$ cat src/rtl/prv_trap_sequencer_if.sv
// Signal bundle between hazard unit / interrupt sources / CSR file and the trap sequencer.
// slave modport is the sequencer; master modport is the surrounding pipeline and CSR logic.
interface prv_trap_sequencer_if #(
  parameter int XLEN = 32
);
  logic            fault_insn;
  logic            mal_insn;
  logic            illegal_insn;
  logic            fault_l;
  logic            mal_l;
  logic            fault_s;
  logic            mal_s;
  logic            breakpoint;
  logic            env_m;
  logic            ret;
  logic            pipe_clear;
  logic [XLEN-1:0] epc;
  logic [XLEN-1:0] badaddr;
  logic            timer_int;
  logic            soft_int;
  logic            ext_int;
  logic            mie_mtie;
  logic            mie_msie;
  logic            mie_meie;
  logic            mstatus_mie;
  logic [XLEN-1:0] mtvec;
  logic [XLEN-1:0] mepc;

  logic [XLEN-1:0] priv_pc;
  logic            insert_pc;
  logic            intr;
  logic            mip_mtip;
  logic            mip_msip;
  logic            mip_meip;
  logic [XLEN-1:0] mcause;
  logic            mcause_we;
  logic            mepc_we;
  logic            mtval_we;
  logic [XLEN-1:0] mepc_wdata;
  logic [XLEN-1:0] mtval_wdata;
  logic            mstatus_trap;
  logic            mstatus_ret;

  modport master (
    output fault_insn, mal_insn, illegal_insn, fault_l, mal_l, fault_s, mal_s,
           breakpoint, env_m, ret, pipe_clear, epc, badaddr,
           timer_int, soft_int, ext_int, mie_mtie, mie_msie, mie_meie, mstatus_mie,
           mtvec, mepc,
    input  priv_pc, insert_pc, intr, mip_mtip, mip_msip, mip_meip, mcause,
           mcause_we, mepc_we, mtval_we, mepc_wdata, mtval_wdata,
           mstatus_trap, mstatus_ret
  );

  modport slave (
    input  fault_insn, mal_insn, illegal_insn, fault_l, mal_l, fault_s, mal_s,
           breakpoint, env_m, ret, pipe_clear, epc, badaddr,
           timer_int, soft_int, ext_int, mie_mtie, mie_msie, mie_meie, mstatus_mie,
           mtvec, mepc,
    output priv_pc, insert_pc, intr, mip_mtip, mip_msip, mip_meip, mcause,
           mcause_we, mepc_we, mtval_we, mepc_wdata, mtval_wdata,
           mstatus_trap, mstatus_ret
  );
endinterface

$ cat src/rtl/prv_trap_sequencer.sv
// Trap/mret sequencer: latch + prioritise event, wait in DRAIN for pipe_clear (unbounded), 1-cycle redirect + CSR strobes.
// Event->insert_pc >= 2 cycles, interrupt source->insert_pc >= 4. PRV_VECTORED_INTR_EN enables vectored interrupt targets.
module prv_trap_sequencer #(
  parameter int XLEN = 32
) (
  input logic                 clk_i,
  input logic                 rst_i,
  prv_trap_sequencer_if.slave bus_io
);

  typedef enum logic [1:0] {
    IDLE     = 2'd0,
    DRAIN    = 2'd1,
    REDIRECT = 2'd2
  } state_e;

  state_e          state_q;

  logic [3:0]      cause_q;
  logic            is_int_q;
  logic            is_ret_q;
  logic            tval_q;
  logic [XLEN-3:0] epc_q;
  logic [XLEN-1:0] badaddr_q;

  logic            mip_mtip_q;
  logic            mip_msip_q;
  logic            mip_meip_q;
  logic            int_req_q;
  logic [3:0]      int_code_q;

  logic [XLEN-1:0] priv_pc_q;
  logic            insert_pc_q;
  logic            intr_q;
  logic [XLEN-1:0] mcause_q;
  logic            mcause_we_q;
  logic            mepc_we_q;
  logic            mtval_we_q;
  logic [XLEN-1:0] mepc_wdata_q;
  logic [XLEN-1:0] mtval_wdata_q;
  logic            mstatus_trap_q;
  logic            mstatus_ret_q;

  logic            exc_any;
  logic [3:0]      exc_code;
  logic            exc_tval;

  always_comb begin
    exc_any  = 1'b1;
    exc_code = 4'd0;
    exc_tval = 1'b1;
    if (bus_io.fault_insn)        exc_code = 4'd1;
    else if (bus_io.mal_insn)     exc_code = 4'd0;
    else if (bus_io.illegal_insn) exc_code = 4'd2;
    else if (bus_io.breakpoint) begin
      exc_code = 4'd3;
      exc_tval = 1'b0;
    end else if (bus_io.env_m) begin
      exc_code = 4'd11;
      exc_tval = 1'b0;
    end else if (bus_io.mal_l)    exc_code = 4'd4;
    else if (bus_io.mal_s)        exc_code = 4'd6;
    else if (bus_io.fault_l)      exc_code = 4'd5;
    else if (bus_io.fault_s)      exc_code = 4'd7;
    else begin
      exc_any  = 1'b0;
      exc_tval = 1'b0;
    end
  end

  // pend = {MEI, MSI, MTI}; highest index wins
  logic [2:0] pend;
  logic       int_req_d;
  logic [3:0] int_code_d;
  logic       int_take;

  assign pend = {mip_meip_q & bus_io.mie_meie,
                 mip_msip_q & bus_io.mie_msie,
                 mip_mtip_q & bus_io.mie_mtie};
  assign int_req_d  = bus_io.mstatus_mie & (|pend);
  assign int_code_d = pend[2] ? 4'd11 : (pend[1] ? 4'd3 : 4'd7);
  // Requalify with the live enable so a request registered before a trap cleared MIE is not taken.
  assign int_take   = int_req_q & bus_io.mstatus_mie;

  logic [XLEN-1:0] trap_base;
  logic [XLEN-1:0] trap_target;
  logic [XLEN-1:0] mcause_val;

  assign trap_base = {bus_io.mtvec[XLEN-1:2], 2'b00};

  always_comb begin
    trap_target = trap_base;
`ifdef PRV_VECTORED_INTR_EN
    if (is_int_q && (bus_io.mtvec[1:0] == 2'b01)) begin
      trap_target = trap_base + {{(XLEN-6){1'b0}}, cause_q, 2'b00};
    end
`endif
  end

  always_comb begin
    mcause_val         = '0;
    mcause_val[XLEN-1] = is_int_q;
    mcause_val[3:0]    = cause_q;
  end

`ifdef PRV_VECTORED_INTR_EN
  logic unused_low_bits;
  assign unused_low_bits = ^{bus_io.epc[1:0], bus_io.mepc[1:0]};
`else
  logic unused_low_bits;
  assign unused_low_bits = ^{bus_io.epc[1:0], bus_io.mepc[1:0], bus_io.mtvec[1:0]};
`endif

  always_ff @(posedge clk_i) begin
    if (rst_i) begin
      state_q        <= IDLE;
      cause_q        <= 4'd0;
      is_int_q       <= 1'b0;
      is_ret_q       <= 1'b0;
      tval_q         <= 1'b0;
      epc_q          <= '0;
      badaddr_q      <= '0;
      mip_mtip_q     <= 1'b0;
      mip_msip_q     <= 1'b0;
      mip_meip_q     <= 1'b0;
      int_req_q      <= 1'b0;
      int_code_q     <= 4'd0;
      priv_pc_q      <= '0;
      insert_pc_q    <= 1'b0;
      intr_q         <= 1'b0;
      mcause_q       <= '0;
      mcause_we_q    <= 1'b0;
      mepc_we_q      <= 1'b0;
      mtval_we_q     <= 1'b0;
      mepc_wdata_q   <= '0;
      mtval_wdata_q  <= '0;
      mstatus_trap_q <= 1'b0;
      mstatus_ret_q  <= 1'b0;
    end else begin
      mip_mtip_q     <= bus_io.timer_int;
      mip_msip_q     <= bus_io.soft_int;
      mip_meip_q     <= bus_io.ext_int;
      int_req_q      <= int_req_d;
      int_code_q     <= int_code_d;

      insert_pc_q    <= 1'b0;
      mcause_we_q    <= 1'b0;
      mepc_we_q      <= 1'b0;
      mtval_we_q     <= 1'b0;
      mstatus_trap_q <= 1'b0;
      mstatus_ret_q  <= 1'b0;

      case (state_q)
        IDLE: begin
          if (exc_any) begin
            cause_q   <= exc_code;
            is_int_q  <= 1'b0;
            is_ret_q  <= 1'b0;
            tval_q    <= exc_tval;
            epc_q     <= bus_io.epc[XLEN-1:2];
            badaddr_q <= bus_io.badaddr;
            state_q   <= DRAIN;
          end else if (bus_io.ret) begin
            is_int_q  <= 1'b0;
            is_ret_q  <= 1'b1;
            tval_q    <= 1'b0;
            state_q   <= DRAIN;
          end else if (int_take) begin
            cause_q   <= int_code_q;
            is_int_q  <= 1'b1;
            is_ret_q  <= 1'b0;
            tval_q    <= 1'b0;
            epc_q     <= bus_io.epc[XLEN-1:2];
            intr_q    <= 1'b1;
            state_q   <= DRAIN;
          end
        end

        DRAIN: begin
          if (bus_io.pipe_clear) begin
            state_q     <= REDIRECT;
            insert_pc_q <= 1'b1;
            if (is_ret_q) begin
              priv_pc_q     <= {bus_io.mepc[XLEN-1:2], 2'b00};
              mstatus_ret_q <= 1'b1;
            end else begin
              priv_pc_q      <= trap_target;
              mcause_q       <= mcause_val;
              mcause_we_q    <= 1'b1;
              mepc_we_q      <= 1'b1;
              mtval_we_q     <= tval_q;
              mepc_wdata_q   <= {epc_q, 2'b00};
              mtval_wdata_q  <= badaddr_q;
              mstatus_trap_q <= 1'b1;
            end
          end
        end

        REDIRECT: begin
          state_q  <= IDLE;
          intr_q   <= 1'b0;
          is_ret_q <= 1'b0;
        end

        default: state_q <= IDLE;
      endcase
    end
  end

  assign bus_io.priv_pc      = priv_pc_q;
  assign bus_io.insert_pc    = insert_pc_q;
  assign bus_io.intr         = intr_q;
  assign bus_io.mip_mtip     = mip_mtip_q;
  assign bus_io.mip_msip     = mip_msip_q;
  assign bus_io.mip_meip     = mip_meip_q;
  assign bus_io.mcause       = mcause_q;
  assign bus_io.mcause_we    = mcause_we_q;
  assign bus_io.mepc_we      = mepc_we_q;
  assign bus_io.mtval_we     = mtval_we_q;
  assign bus_io.mepc_wdata   = mepc_wdata_q;
  assign bus_io.mtval_wdata  = mtval_wdata_q;
  assign bus_io.mstatus_trap = mstatus_trap_q;
  assign bus_io.mstatus_ret  = mstatus_ret_q;

endmodule
$ cat src/flat_wrapper.sv
// flat-port wrapper written by rule: the top's interface ports become plain ports
module prv_trap_sequencer_flat 
#(
  parameter int XLEN = 32
)
  (clk_i, rst_i, bus_io_fault_insn, bus_io_mal_insn, bus_io_illegal_insn, bus_io_fault_l, bus_io_mal_l, bus_io_fault_s, bus_io_mal_s, bus_io_breakpoint, bus_io_env_m, bus_io_ret, bus_io_pipe_clear, bus_io_epc, bus_io_badaddr, bus_io_timer_int, bus_io_soft_int, bus_io_ext_int, bus_io_mie_mtie, bus_io_mie_msie, bus_io_mie_meie, bus_io_mstatus_mie, bus_io_mtvec, bus_io_mepc, bus_io_priv_pc, bus_io_insert_pc, bus_io_intr, bus_io_mip_mtip, bus_io_mip_msip, bus_io_mip_meip, bus_io_mcause, bus_io_mcause_we, bus_io_mepc_we, bus_io_mtval_we, bus_io_mepc_wdata, bus_io_mtval_wdata, bus_io_mstatus_trap, bus_io_mstatus_ret);
  prv_trap_sequencer_if #(.XLEN(XLEN)) bus_io_i ();
  input logic clk_i;
  input logic rst_i;
  input wire logic [$bits(bus_io_i.fault_insn)-1:0] bus_io_fault_insn;
  input wire logic [$bits(bus_io_i.mal_insn)-1:0] bus_io_mal_insn;
  input wire logic [$bits(bus_io_i.illegal_insn)-1:0] bus_io_illegal_insn;
  input wire logic [$bits(bus_io_i.fault_l)-1:0] bus_io_fault_l;
  input wire logic [$bits(bus_io_i.mal_l)-1:0] bus_io_mal_l;
  input wire logic [$bits(bus_io_i.fault_s)-1:0] bus_io_fault_s;
  input wire logic [$bits(bus_io_i.mal_s)-1:0] bus_io_mal_s;
  input wire logic [$bits(bus_io_i.breakpoint)-1:0] bus_io_breakpoint;
  input wire logic [$bits(bus_io_i.env_m)-1:0] bus_io_env_m;
  input wire logic [$bits(bus_io_i.ret)-1:0] bus_io_ret;
  input wire logic [$bits(bus_io_i.pipe_clear)-1:0] bus_io_pipe_clear;
  input wire logic [$bits(bus_io_i.epc)-1:0] bus_io_epc;
  input wire logic [$bits(bus_io_i.badaddr)-1:0] bus_io_badaddr;
  input wire logic [$bits(bus_io_i.timer_int)-1:0] bus_io_timer_int;
  input wire logic [$bits(bus_io_i.soft_int)-1:0] bus_io_soft_int;
  input wire logic [$bits(bus_io_i.ext_int)-1:0] bus_io_ext_int;
  input wire logic [$bits(bus_io_i.mie_mtie)-1:0] bus_io_mie_mtie;
  input wire logic [$bits(bus_io_i.mie_msie)-1:0] bus_io_mie_msie;
  input wire logic [$bits(bus_io_i.mie_meie)-1:0] bus_io_mie_meie;
  input wire logic [$bits(bus_io_i.mstatus_mie)-1:0] bus_io_mstatus_mie;
  input wire logic [$bits(bus_io_i.mtvec)-1:0] bus_io_mtvec;
  input wire logic [$bits(bus_io_i.mepc)-1:0] bus_io_mepc;
  output wire logic [$bits(bus_io_i.priv_pc)-1:0] bus_io_priv_pc;
  output wire logic [$bits(bus_io_i.insert_pc)-1:0] bus_io_insert_pc;
  output wire logic [$bits(bus_io_i.intr)-1:0] bus_io_intr;
  output wire logic [$bits(bus_io_i.mip_mtip)-1:0] bus_io_mip_mtip;
  output wire logic [$bits(bus_io_i.mip_msip)-1:0] bus_io_mip_msip;
  output wire logic [$bits(bus_io_i.mip_meip)-1:0] bus_io_mip_meip;
  output wire logic [$bits(bus_io_i.mcause)-1:0] bus_io_mcause;
  output wire logic [$bits(bus_io_i.mcause_we)-1:0] bus_io_mcause_we;
  output wire logic [$bits(bus_io_i.mepc_we)-1:0] bus_io_mepc_we;
  output wire logic [$bits(bus_io_i.mtval_we)-1:0] bus_io_mtval_we;
  output wire logic [$bits(bus_io_i.mepc_wdata)-1:0] bus_io_mepc_wdata;
  output wire logic [$bits(bus_io_i.mtval_wdata)-1:0] bus_io_mtval_wdata;
  output wire logic [$bits(bus_io_i.mstatus_trap)-1:0] bus_io_mstatus_trap;
  output wire logic [$bits(bus_io_i.mstatus_ret)-1:0] bus_io_mstatus_ret;
  assign bus_io_i.fault_insn = bus_io_fault_insn;
  assign bus_io_i.mal_insn = bus_io_mal_insn;
  assign bus_io_i.illegal_insn = bus_io_illegal_insn;
  assign bus_io_i.fault_l = bus_io_fault_l;
  assign bus_io_i.mal_l = bus_io_mal_l;
  assign bus_io_i.fault_s = bus_io_fault_s;
  assign bus_io_i.mal_s = bus_io_mal_s;
  assign bus_io_i.breakpoint = bus_io_breakpoint;
  assign bus_io_i.env_m = bus_io_env_m;
  assign bus_io_i.ret = bus_io_ret;
  assign bus_io_i.pipe_clear = bus_io_pipe_clear;
  assign bus_io_i.epc = bus_io_epc;
  assign bus_io_i.badaddr = bus_io_badaddr;
  assign bus_io_i.timer_int = bus_io_timer_int;
  assign bus_io_i.soft_int = bus_io_soft_int;
  assign bus_io_i.ext_int = bus_io_ext_int;
  assign bus_io_i.mie_mtie = bus_io_mie_mtie;
  assign bus_io_i.mie_msie = bus_io_mie_msie;
  assign bus_io_i.mie_meie = bus_io_mie_meie;
  assign bus_io_i.mstatus_mie = bus_io_mstatus_mie;
  assign bus_io_i.mtvec = bus_io_mtvec;
  assign bus_io_i.mepc = bus_io_mepc;
  assign bus_io_priv_pc = bus_io_i.priv_pc;
  assign bus_io_insert_pc = bus_io_i.insert_pc;
  assign bus_io_intr = bus_io_i.intr;
  assign bus_io_mip_mtip = bus_io_i.mip_mtip;
  assign bus_io_mip_msip = bus_io_i.mip_msip;
  assign bus_io_mip_meip = bus_io_i.mip_meip;
  assign bus_io_mcause = bus_io_i.mcause;
  assign bus_io_mcause_we = bus_io_i.mcause_we;
  assign bus_io_mepc_we = bus_io_i.mepc_we;
  assign bus_io_mtval_we = bus_io_i.mtval_we;
  assign bus_io_mepc_wdata = bus_io_i.mepc_wdata;
  assign bus_io_mtval_wdata = bus_io_i.mtval_wdata;
  assign bus_io_mstatus_trap = bus_io_i.mstatus_trap;
  assign bus_io_mstatus_ret = bus_io_i.mstatus_ret;
  prv_trap_sequencer #(.XLEN(XLEN)) u_core (.clk_i(clk_i), .rst_i(rst_i), .bus_io(bus_io_i));
endmodule
$ cat config.mk
export PLATFORM = sky130hd
export DESIGN_NAME = prv_trap_sequencer_flat
export DESIGN_NICKNAME = d
export VERILOG_FILES = /design/src/rtl/prv_trap_sequencer_if.sv /design/src/rtl/prv_trap_sequencer.sv /design/src/flat_wrapper.sv
export SDC_FILE = /design/constraint.sdc
export NUM_CORES = 1
export LEC_CHECK = 0
export CORE_ASPECT_RATIO = 0.6
export CORE_MARGIN = 2
export CORE_UTILIZATION = 46
export DETAILED_ROUTE_END_ITERATION = 6
export PLACE_DENSITY = 0.83
export SKIP_LAST_GASP = 1
export SYNTH_ARGS = -nofsm -noshare
export SYNTH_HDL_FRONTEND = slang
export SYNTH_SLANG_ARGS = --single-unit
$ cat constraint.sdc
create_clock -name clk_i -period 2.6 [get_ports clk_i]
set_input_delay 0.39 -clock clk_i [delete_from_list [all_inputs] [get_ports clk_i]]
set_output_delay 0.39 -clock clk_i [all_outputs]
set_load 0.03 [all_outputs]
==> metrics.md, run 1 <==
| Metric | Value |
|---|---|
| Outcome | `finished clean` |
| Final TNS setup | `0 ns` |
| Register bit total from synthesis | `180` |
| CTS tree | `yes` |
| First-pass DRT Iterations | `5` |
| Critical Setup Path Class | `input pin to flop` |
| Synth cell types | `38` |
| Tot Pwr | `around 6.3 mW` |
| ANT cells | `0` |
| Sequential fraction of the synthesis area | `52.5%` |
| Layout Nets | `approximately 1200` |
| Global route overflow | `0` |
| Total GRT Usage | `approximately 22%` |
| Hpwl dp | `~12000 um` |
| Post-synth top area share | `between 50% and 60%` |
| Die Area | `~16000 um^2` |
| Starting DRT DRC Count | `342` |
| RD Place Congestion | `between 0.8 and 0.9` |
| Max_slew headroom | `just over 60%` |
| Number of synthesized flops with an enable pin | `0` |
| CTS clk-pin slew, worst paths | `~0.07 ns` |
| Clock skew | `about 0.012 ns` |
| Via Count | `about 5900` |
| Ys flop type | `dfxtp_1` |
| Hold Crit Class | `input pin to flop` |
| # IOs | `between 200 and 300` |
| Chip height | `~100 um` |
| DRT antenna net count | `0` |
| Worst setup EP type | `flop` |
| Dpl ws | `between 0.2 and 0.3 ns` |
| Core area | `about 15000 um^2` |
| Fillcell total | `1194` |
| Ratio of cells with drive above 1 in the final layout | `5.28%` |
| Htree depth | `4` |
| WL per Instance | `14.4 um` |
| Setup Fix Bufs, Post-CTS | `0` |
| Endpoints failing hold | `0` |
| Number of global-route vias before repair | `between 5000 and 6000` |
| Crit path launch type | `input pin` |
| Root Driver | `clkbuf_16` |
| Post-Syn Area | `a little under 7000 um^2` |
| WL final | `about 18000 um` |
| Slew Limit Fails | `0` |
| Hold Buf Count CTS | `0` |
| Most area-consuming cells after synthesis | `dfxtp_1 (53%), nand2_1 (11%), mux2i_1 (9.2%)` |
| WHS | `approximately 0.33 ns` |
| Initial antenna violation count | `0` |
| CP arrival | `~2.2 ns` |
| CP required | `~2.9 ns` |
| Via density | `approximately 4.8` |
| Ys async rst share | `0%` |
| Max-cap violations | `0` |
| Least-Margin Pin Slew | `between 0.5 and 0.6 ns` |
| Final Cycle Share | `roughly 74%` |
| Yosys warns | `0` |
| Fmax achieved | `just over 500 MHz` |
| Resize count post-CTS | `0` |
| Die width | `roughly 160 um` |
| I/O Buffers | `approximately 250` |
| Minimum clock period | `a little under 2 ns` |
| Worst setup margin | `0.668 ns` |
| Largest net degree at the start of global routing | `80` |
| Synthesized instance count | `a little under 800` |
| First-pass GRT wire length | `~28000 um` |
| Cells on worst reg2reg path | `5` |
| Peak supply drop | `428 uV` |
| RSZ-0062 raised after global routing | `no` |
| CTS buffer count | `17` |
| CTS Sinks | `180` |
| Synth-to-layout area growth | `44.2%` |
| Leakage power figure | `about 3.7 nW` |
| DP Area | `around 9400 um^2` |
| Cell area after layout | `roughly 9900 um^2` |
| Worst-Skew Late Latency | `about 0.4 ns` |
| Post-route DRC | `0` |
| # rows | `34` |
| Pwr per Cell Area | `640 nW/um^2` |
| Largest fanout on the critical path | `33` |
| Syn_area_per_cell | `about 8.7 um^2` |
| Setup violators final | `0` |
| Initial core utilization | `~47%` |
| Clk buf depth | `2` |
| WHS Path Cells | `2` |
| Post-synth top area cell | `dfxtp_1` |
-- logic make-up (layout without fill, tap and decap cells) --
group | Yosys count | in the layout | synth area share (%)
AND/OR/NAND/NOR | 300 | 300 | 17.7
other | 1 | 31 | 0.0547
multiplexers | 63 | 63 | 9.19
flip-flops | 180 | 180 | 52.5
AO/OA/AOI/OAI | 153 | 153 | 12.8
buffers and inverters | 92 | 295 | 7.73
-- registers in the layout, indices dropped and copies added (netlist names), 2 cells and up --
name / flops
u_core.bus_io.priv_pc: 30
u_core.state_q: 2
u_core.epc_q: 30
u_core.badaddr_q: 32
u_core.int_code_q: 3
u_core.bus_io.mepc_wdata: 30
u_core.cause_q: 4
u_core.bus_io.mcause: 5
u_core.bus_io.mtval_wdata: 32
-- cell type report --
cell class | instances | area [um^2] | share of cell area, %
repair buffers | 261 | 2620 | 26.5
multi-input cells | 547 | 2870 | 29.0
clock inverters | 13 | 116 | 1.18
flip-flops and latches | 180 | 3600 | 36.4
inverters | 3 | 11.3 | 0.114
well taps | 198 | 248 | 2.50
clock buffers | 18 | 429 | 4.34
-- synth_stat cells (all sizes together) (2+ instances only) --
master / instances
nand2: 201
dfxtp: 180
a21oi: 106
nor2: 76
mux2i: 63
buf: 58
a211oi: 31
clkbuf: 31
o21ai: 4
inv: 3
nand2b: 3
nor2b: 3
nor3: 3
o31ai: 3
a31oi: 2
and3: 2
nand3b: 2
nor3b: 2
o21a: 2
or2: 2
-- worst max-delay path, cell delays in order --
cell and delay, ns:
clkdlybuf4s50_1 0.48, nor4_4 0.58, a41oi_2 0.18, buf_4 0.29, o21ai_0 0.23, a21oi_1 0.06
-- cells in the final DEF (no fill, tap or decap), drive strengths merged --
cell type	synthesis	routed
and3	2	2
or2	2	2
clkinv	0	3
nand2	201	201
and3b	1	1
nand4	1	1
a21oi	106	106
o31ai	3	3
mux2i	63	63
a22oi	1	1
a41oi	1	1
nand2b	3	3
or3	1	1
nor2b	3	3
o21a	2	2
clkdlybuf4s50	0	247
nand3b	2	2
nor4	1	1
nor2	76	76
conb	1	31
a21boi	1	1
a31oi	2	2
a211oi	31	31
clkbuf	31	18
clkinvlp	0	3
or4b	1	1
a21o	1	1
nor3b	2	2
dfxtp	180	180
nor3	3	3
o21ai	4	4
inv	3	10
a41o	1	1
nand3	1	1
buf	58	14
-- layer usage --
metal / routed length [um] / track usage (%) / vias to the layer above / share of wire [%]
li1: - / - / 3005 / -
met1: 7950 / 28.5 / 2721 / 45
met2: 8010 / 35.2 / 158 / 46
met3: 1390 / 7.62 / 14 / 7.9
met4: 202 / 6.33 / 0 / 1.2
met5: 0 / 0 / - / 0
-- through the flow --
| stage | util [%] | cells |
|---|---|---|
| floorplan | - | 819 |
| global placement | 64.3 | 1189 |
| detailed placement | 64.3 | 1189 |
| CTS | 68.0 | 1220 |
| global route | 68.0 | 1220 |
| finish | 68.0 | 1220 |
-- power by group --
| group | switching, mW | total, mW | internal (mW) |
|---|---|---|---|
| clock network | 1.13 | 2.38 | 1.26 |
| logic | 0.528 | 0.978 | 0.451 |
| registers | 0.0737 | 2.98 | 2.90 |
-- worst paths after layout --
check,end,slack [ns],start
min reg2reg,u_core.bus_io.mepc_wdata[28]$_SDFFE_PP0P_,0.45,u_core.epc_q[26]$_SDFFE_PP0P_
max reg2reg,u_core.cause_q[3]$_SDFFE_PP0P_,0.83,u_core.state_q[0]$_SDFFE_PP0P_
min,u_core.int_code_q[1]$_SDFF_PP0_,0.33,rst_i
max,u_core.cause_q[0]$_SDFFE_PP0P_,0.67,bus_io_mal_l
(Power assumes the default switching activity.)
==> run 2: changes to the inputs <==
CORE_UTILIZATION = 39   (was 46)
PLACE_DENSITY = 0.75   (was 0.83)
clock period = 1.6 ns   (was 2.6 ns; I/O delays follow)
==> run 2 against run 1 <==
Effect of this change:
- first-iteration DRC count down 11%
- register-to-register slack worse by 0.74 ns
- clock power up 74%
- final cell count up 4.6%
- clock-buffer cell count up 1
- via count up 3.0%
==> metrics.md, run 2 (synthesis gave the netlist of run 1 again) <==
| Metric | Value |
|---|---|
| Multi-input logic area | `about 2900 um^2` |
| Initial core utilization | `40.0%` |
| CP required | `1.89 ns` |
| Hpwl dp | `13400 um` |
| First-pass DRT Iterations | `5` |
| Clock skew | `around 0.015 ns` |
| WL per Instance | `14.8 um` |
| Final Cycle Share | `about 96%` |
| Critical Setup Path Class | `input pin to flop` |
| Dpl cells | `~1200` |
| Worst setup EP type | `flop` |
| RD Place Congestion | `~0.84` |
| Htree depth | `4` |
| Fillcell total | `1552` |
| Worst setup margin | `0.0669 ns` |
| Fmax achieved | `approximately 650 MHz` |
| Hold Crit Class | `input pin to flop` |
| Core area | `approximately 17000 um^2` |
| Global route overflow | `0` |
| ANT cells | `0` |
| WHS | `0.214 ns` |
| Outcome | `finished clean` |
| Endpoints failing hold | `0` |
| Via Count | `just over 6000` |
| Number of global-route vias before repair | `slightly below 6000` |
| WL final | `between 15000 and 20000 um` |
| # rows | `37` |
| # IOs | `between 200 and 300` |
| First-pass GRT wire length | `between 20000 and 30000 um` |
| Initial antenna violation count | `0` |
| Clock power frac | `39.2%` |
| DP Area | `~9700 um^2` |
| Slew Limit Fails | `0` |
| CTS clk-pin slew, worst paths | `roughly 0.07 ns` |
| Switching fraction of total power | `between 20% and 30%` |
| Dpl ws | `-0.439 ns` |
| Minimum clock period | `1.53 ns` |
| Pwr per Cell Area | `between 1000 and 1500 nW/um^2` |
| Most common cell after layout, fill and taps aside | `nand2_1` |
| Synth-to-layout area growth | `47.3%` |
| CTS buffer count | `17` |
| Layout Nets | `approximately 1200` |
| Switching power | `2.90 mW` |
| DRT antenna net count | `0` |
| Largest fanout on the critical path | `32` |
| RSZ-0062 raised after global routing | `yes` |
| Register area | `roughly 3600 um^2` |
| Chip height | `around 110 um` |
| Setup Fix Bufs, Post-CTS | `0` |
| Pint | `~7.7 mW` |
| Crit path launch type | `input pin` |
| CTS tree | `yes` |
| Ratio of cells with drive above 1 in the final layout | `slightly above 7%` |
| Final TNS setup | `0 ns` |
| Peak supply drop | `682 uV` |
| Clk buf depth | `2` |
| CP arrival | `about 1.8 ns` |
| Worst-Skew Late Latency | `between 0.4 and 0.5 ns` |
| Largest net degree at the start of global routing | `62` |
| Commonest cells after routing, fill and taps aside | `nand2_1 (201), dfxtp_1 (179), clkdlybuf4s50_1 (137)` |
| Total GRT Usage | `about 20%` |
| Via density | `4.76` |
| Leakage power figure | `4.31 nW` |
| Setup violators final | `0` |
| I/O Buffers | `roughly 250` |
| Cell area after layout | `10100 um^2` |
| Comb power frac | `about 15%` |
| Sequential share of power | `a little under half` |
| Die Area | `between 15000 and 20000 um^2` |
| Post-Layout Cell Count | `about 1300` |
| Die width | `175 um` |
| CTS Sinks | `180` |
| Root Driver | `clkbuf_16` |
| Post-route DRC | `0` |
| Starting DRT DRC Count | `a little over 300` |
| Max-cap violations | `0` |
==> run 2: final timing paths <==
check | from | to | slack, ns | cells after the start
worst min register to register | u_core.epc_q[5]$_SDFFE_PP0P_ | u_core.bus_io.mepc_wdata[7]$_SDFFE_PP0P_ | 0.45 | 2
worst max register to register | u_core.state_q[1]$_SDFFE_PP0P_ | u_core.badaddr_q[20]$_SDFFE_PP0P_ | 0.09 | 5
worst max-delay path | bus_io_fault_l | u_core.badaddr_q[20]$_SDFFE_PP0P_ | 0.07 | 7
worst min-delay path | rst_i | u_core.tval_q$_SDFFE_PP0P_ | 0.21 | 2
==> run 2: through the flow <==
step	utilization (%)	power, mW
floorplan	-	5.87
global placement	56.2	6.59
detailed placement	56.2	6.62
CTS	58.8	10.7
global route	58.8	11.0
finish	58.8	10.6
==> run 2: critical path: stages <==
cell and delay, ns:
clkdlybuf4s50_1 0.55, nor4_4 0.06, buf_12 0.14, a31oi_4 0.23
buf_12 0.28, mux2i_1 0.25, nor2_1 0.06
==> run 2: repair_timing <==
action	in CTS	in global routing
gates resized for setup	108	3
endpoints found under the setup margin	109	6
hold buffers	0	0
pin swaps	1	1
==> run 2: per-layer routing <==
metal  GRT usage, %  vias to the layer above  part of all wire (%)
met1           25.1                     2841                    45
met3           7.34                       12                   9.1
met4           4.94                        0                  0.88
met2           32.3                      176                    45
met5              0                        -                     0
li1               -                     3043                     -
==> run 2: final cells by class <==
type                            instances  area share (%)
Clock buffer                           19            4.38
Clock inverter                         13            1.37
Inverter                                3           0.111
Multi-Input combinational cell        547            28.4
Sequential cell                       180            35.7
Tap cell                              234            2.90
Timing Repair Buffer                  280            27.2
==> run 2: power by group through the flow <==
stage	combinational, mW	clock, mW	sequential, mW
6_report	1.60	4.15	4.83
5_1_grt	1.74	4.43	4.86
4_1_cts	1.61	4.25	4.83
3_5_place_dp	1.68	0	4.94
3_3_place_gp	1.66	0	4.93
2_1_floorplan	0.751	0	5.12
